**config.mk**
```make
export PLATFORM = sky130hd
export DESIGN_NAME = morse_playback
export DESIGN_NICKNAME = d
export VERILOG_FILES = /design/src/rtl/morse_playback_pkg.sv /design/src/rtl/morse_playback_unit_timer.sv /design/src/rtl/morse_playback.sv
export SDC_FILE = /design/constraint.sdc
export NUM_CORES = 1
export LEC_CHECK = 0
export ABC_CLOCK_PERIOD_IN_PS = 2100
export CAP_MARGIN = 0
export CORE_MARGIN = 2
export CORE_UTILIZATION = 53
export CTS_BUF_LIST = sky130_fd_sc_hd__clkbuf_8
export DETAILED_ROUTE_END_ITERATION = 12
export PLACE_DENSITY = 0.85
export SLEW_MARGIN = 40
export SYNTH_ARGS = -nofsm -noshare
export SYNTH_HDL_FRONTEND = slang
export SYNTH_SLANG_ARGS = --single-unit
```
**constraint.sdc**
```tcl
create_clock -name clock -period 2.1 [get_ports clock]
set_input_delay 0.42 -clock clock [delete_from_list [all_inputs] [get_ports clock]]
set_output_delay 0.42 -clock clock [all_outputs]
set_load 0.01 [all_outputs]
```
**src/rtl/morse_playback_pkg.sv**
```systemverilog
`default_nettype none
// ============================================================================
//  Module      : morse_pkg
//  Description : Shared Morse encoding constants and the playback state type,
//                used by the playback block and the player-2 decoder stage.
//  Revision    : 1.0  initial release
// ============================================================================
package morse_pkg;

    // Symbol encodings, concatenated MSB-first into a right-aligned word
    localparam logic [1:0] DOT_CODE   = 2'b10;
    localparam logic [3:0] LINE_CODE  = 4'b1110;
    localparam int         CODE_WIDTH = 20;

    typedef enum logic [1:0] {
        ST_IDLE  = 2'd0,
        ST_ALIGN = 2'd1,
        ST_PLAY  = 2'd2,
        ST_DONE  = 2'd3
    } playback_state_t;

endpackage : morse_pkg
`default_nettype wire

```
**src/rtl/morse_playback_unit_timer.sv**
```systemverilog
`default_nettype none
// ============================================================================
//  Module      : unit_timer
//  Description : Counts clock cycles within one Morse unit. expire flags the
//                last cycle of a unit while enabled; the count then returns
//                to zero so consecutive units abut without a gap.
//  Revision    : 1.0  initial release
// ============================================================================
module unit_timer #(
    parameter int UNIT_TICKS = 25_000_000
) (
    input  logic clock,
    input  logic resetn,
    input  logic clear,
    input  logic enable,
    output logic expire
);

    localparam int                 c_CNT_W = (UNIT_TICKS > 1) ? $clog2(UNIT_TICKS) : 1;
    localparam logic [c_CNT_W-1:0] c_LAST  = c_CNT_W'(UNIT_TICKS - 1);
    localparam logic [c_CNT_W-1:0] c_ONE   = c_CNT_W'(1);

    logic [c_CNT_W-1:0] r_count;

    assign expire = enable && (r_count == c_LAST);

    // Tick counter: cleared on request or on reaching the last tick, never wraps
    always_ff @(posedge clock) begin
        if (!resetn) begin
            r_count <= '0;
        end else if (clear || expire) begin
            r_count <= '0;
        end else if (enable) begin
            r_count <= r_count + c_ONE;
        end
    end

endmodule : unit_timer
`default_nettype wire

```
**src/rtl/morse_playback.sv**
```systemverilog
`default_nettype none
// ============================================================================
//  Module      : morse_playback
//  Description : Plays a right-aligned Morse code word onto a single LED /
//                buzzer line, one bit per unit, with start/busy/done
//                handshake and abort. Leading zeros are skipped first.
//  Revision    : 1.0  initial release
// ============================================================================
module morse_playback
    import morse_pkg::*;
#(
    parameter int WIDTH      = CODE_WIDTH,
    parameter int UNIT_TICKS = 25_000_000
) (
    input  logic             clock,
    input  logic             resetn,
    input  logic             start,
    input  logic             abort,
    input  logic [WIDTH-1:0] code,
    output logic             led,
    output logic             busy,
    output logic             done
);

    localparam int                  c_BITS_W    = $clog2(WIDTH + 1);
    localparam logic [c_BITS_W-1:0] c_BITS_FULL = c_BITS_W'(WIDTH);
    localparam logic [c_BITS_W-1:0] c_BITS_ONE  = c_BITS_W'(1);

    playback_state_t     r_state;
    playback_state_t     w_state_nxt;
    logic [WIDTH-1:0]    r_sr;
    logic [WIDTH-1:0]    w_sr_nxt;
    logic [c_BITS_W-1:0] r_bits_left;
    logic [c_BITS_W-1:0] w_bits_nxt;
    logic                w_tmr_clear;
    logic                w_tmr_enable;
    logic                w_expire;

    // The unit timer only runs while a bit is being shown
    assign w_tmr_enable = (r_state == ST_PLAY);

    unit_timer #(
        .UNIT_TICKS (UNIT_TICKS)
    ) u_unit_timer (
        .clock  (clock),
        .resetn (resetn),
        .clear  (w_tmr_clear),
        .enable (w_tmr_enable),
        .expire (w_expire)
    );

    // Outputs depend only on registered state and shift register
    assign led  = (r_state == ST_PLAY) && r_sr[WIDTH-1];
    assign busy = (r_state == ST_ALIGN) || (r_state == ST_PLAY);
    assign done = (r_state == ST_DONE);

    // State, shift register and remaining-bit count registers
    always_ff @(posedge clock) begin
        if (!resetn) begin
            r_state     <= ST_IDLE;
            r_sr        <= '0;
            r_bits_left <= '0;
        end else begin
            r_state     <= w_state_nxt;
            r_sr        <= w_sr_nxt;
            r_bits_left <= w_bits_nxt;
        end
    end

    // Next-state logic: skip leading zeros, then shift one bit out per unit
    always_comb begin
        w_state_nxt = r_state;
        w_sr_nxt    = r_sr;
        w_bits_nxt  = r_bits_left;
        w_tmr_clear = 1'b0;

        case (r_state)
            ST_IDLE: begin
                if (start && !abort) begin
                    w_sr_nxt   = code;
                    w_bits_nxt = c_BITS_FULL;
                    // Nothing to play for an empty word: report completion at once
                    w_state_nxt = (code == '0) ? ST_DONE : ST_ALIGN;
                end
            end

            ST_ALIGN: begin
                if (abort) begin
                    w_state_nxt = ST_IDLE;
                end else if (!r_sr[WIDTH-1]) begin
                    w_sr_nxt   = {r_sr[WIDTH-2:0], 1'b0};
                    w_bits_nxt = r_bits_left - c_BITS_ONE;
                end else begin
                    w_tmr_clear = 1'b1;
                    w_state_nxt = ST_PLAY;
                end
            end

            ST_PLAY: begin
                if (abort) begin
                    w_state_nxt = ST_IDLE;
                end else if (w_expire) begin
                    if (r_bits_left == c_BITS_ONE) begin
                        w_state_nxt = ST_DONE;
                    end else begin
                        w_sr_nxt    = {r_sr[WIDTH-2:0], 1'b0};
                        w_bits_nxt  = r_bits_left - c_BITS_ONE;
                        w_tmr_clear = 1'b1;
                    end
                end
            end

            ST_DONE: begin
                w_state_nxt = ST_IDLE;
            end

            default: begin
                w_state_nxt = ST_IDLE;
            end
        endcase
    end

endmodule : morse_playback
`default_nettype wire

```
==> metrics.txt <==
port buffer count 26; multi-input logic area about 0.0016 mm^2; grt total ovfl 0; Synth top cells by count dfxtp_1, nor2_1, nand2_1; CTS Buffer Depth 2; core area roughly 0.0048 mm^2; FF+latch count, synth 52; PD cells between 600 and 700 mW/mm^2; crit-path max cell delay 410 ps; placed cell count between 400 and 500; global routing met3 resource utilization between 5 and 6%; FP Rows 25; Root Buffer clkbuf_8; Mapped Cells 292; CP max-delay cell a2111oi_4; placed inst area 0.00328 mm^2; Peak VDD IR about 0.49 mV; sequential fraction of design power between 40% and 50%; failing checks negative setup slack; Final WS setup -10.9 ps; CP endpoint kind register; Max-cap violations 0; CP Launch Type register; top_reg_cell synth dfxtp_1; Post-synth EDFFs 0; Yosys warnings 0; Post-Layout Inst Area 0.00353 mm^2; main area contributors after synthesis dfxtp_1, a221o_1, xnor2_1; Setup TNS -53.8 ps; Routed Antenna Nets 0; CTS clk-pin slew, worst paths ~100 ps; DRT Pass-1 Iters 4; drt wl/cell approximately 16 um; first-pass GRT wire length between 10000 and 15000 um; Least-Margin Pin Slew 488 ps; CTS Sinks 52; P_leak between 1 and 1.5 nW; outcome complete, but fails checks; DP Worst Slack -317 ps; Switch Pwr slightly below 700 uW; worst-path cell chain inv_4, ha_4, o21a_1, a2111oi_4, nand4_1, o21ai_4, clkbuf_16, a221o_1; H-tree levels 2; Netlist cell types 46; Final Non-Filler Cells 421; fillcell total ~330; die footprint between 0.005 and 0.006 mm^2; Via density 5.96; Via Count 2508; Skew-Pair Late Insertion Delay around 320 ps; Sw Ratio 29.7%; Finished Core Util about 74%; DR iter-0 viols between 200 and 250; kind of critical path register to register; largest net degree at the start of global routing 26; worst path arrival time ~2400 ps; cell taking the most area after synthesis dfxtp_1; Die Wd roughly 75 um; Cell Area, Synth between 0.002 and 0.003 mm^2; Synth Area per Inst 9.11 um^2; post-layout power 2.26 mW; RSZ-0062 raised after global routing true; combinational power share a little under a quarter; final wirelength 6930 um; worst-path fanout max 8; grt met2 use approximately 40%; Buf/Inv on CP 2; vias in the first global route ~2300; Seq/Total Area, Yosys about two fifths; GR peak layer met2; Routability Congestion approximately 0.83; top-area cell type share of the netlist area 39.1%; met1 usage roughly a third; post-route minimum period 2110 ps; Synthesized Nets 324; Slew Viols, Final 0; GRT Util Overall 24.7%; CTS tree built; Setup Skew 10.3 ps; FF+latch area ~0.0011 mm^2; Die H between 70 and 80 um; count leader, synth dfxtp_1; number of setup violations in the final report 8; CTS Buf Count 5; antenna violations before repair 0; Data required, critical path between 2000 and 2500 ps; Cell Int Power roughly 1.6 mW; # DRC 0; Crit path max-delay family compound AO/OA/AOI/OAI gates; asr flop ratio synth 0%; Fin Hold WS ~470 ps; hold buffers post-CTS 0; layout cells sized above 1 between 20% and 30%; final hold violations 0; clock power share around a quarter; dpl hpwl between 4000 and 5000 um; Initial Util a little under three fifths; slew margin rel. approximately 67%; top-level I/O count 27; Nets a little under 400; min-delay worst type register to register; Layout area overhead 32.8%; final period utilization 101%; fmax approximately 0.47 GHz; diode count 0
state kept, by name, indices dropped and copies added (netlist names):
name and flops:
r_bits_left 5, r_sr 20, u_unit_timer.r_count 25, r_state 2
final timing paths:
kind	start	to	slack, ps	cells after the start
setup / recovery	r_state[0]	r_sr[18]	-10	8
setup reg to reg	r_state[0]	r_sr[18]	-10	8
hold / removal	r_sr[0]	r_sr[0]	470	2
hold reg to reg	r_sr[0]	r_sr[0]	470	2
tightest hold or removal path, delay by kind of cell (launching register included):
family	cells	cell delay, ps
flip-flops	1	330
multiplexers	1	50
AND/OR/NAND/NOR	1	50
final cells by class:
cell class | instances | share of cell area [%]
flip-flops and latches | 52 | 29.8
inverters | 10 | 1.13
clock inverters | 3 | 0.602
well taps | 67 | 2.37
repair buffers | 66 | 18.3
clock buffers | 5 | 1.95
multi-input cells | 218 | 45.8
power by group through the flow:
stage	Clock, mW	Combinational [mW]	Sequential (mW)
after detailed placement	0	0.484	1.13
after floorplan	0	0.299	1.12
after global routing	0.650	0.581	1.13
after global placement	0	0.466	1.13
after CTS	0.611	0.481	1.11
final	0.604	0.540	1.12
layout by cell type (no fill, tap or decap), types with 6 or more instances in the layout:
master,count
a21boi_0,16
a221o_1,18
buf_4,30
clkdlybuf4s50_1,24
dfxtp_1,47
inv_1,7
mux2i_1,6
nand2_1,23
nand3_1,8
nand4_1,10
nor2_1,35
nor3_1,9
nor4_1,7
xnor2_1,18
xor2_1,6
what timing repair did:
item	in CTS	in global routing
cloned	0	2
pin swaps	1	14
setup buffers	0	2
hold endpoints to repair	0	0
resized for setup	4	28
setup endpoints to repair	19	45
layer usage:
metal / routed length, um / vias to the layer above
met5: 0 / -
met4: 119 / 0
met3: 436 / 15
met2: 3330 / 85
met1: 3040 / 1212
li1: - / 1196
cell families (layout without fill, tap and decap cells):
| logic type | Yosys count | count (layout) | synth area share (%) |
|---|---|---|---|
| multiplexers | 6 | 6 | 2.26 |
| AND/OR/NAND/NOR | 121 | 121 | 23.5 |
| flip-flops | 52 | 52 | 39.1 |
| adder cells (fa/ha/maj) | 8 | 8 | 3.76 |
| AO/OA/AOI/OAI | 59 | 59 | 19.7 |
| XOR/XNOR | 24 | 24 | 7.90 |
| buffers and inverters | 22 | 84 | 3.81 |
Note: power is estimated with default switching activity, not from simulation.
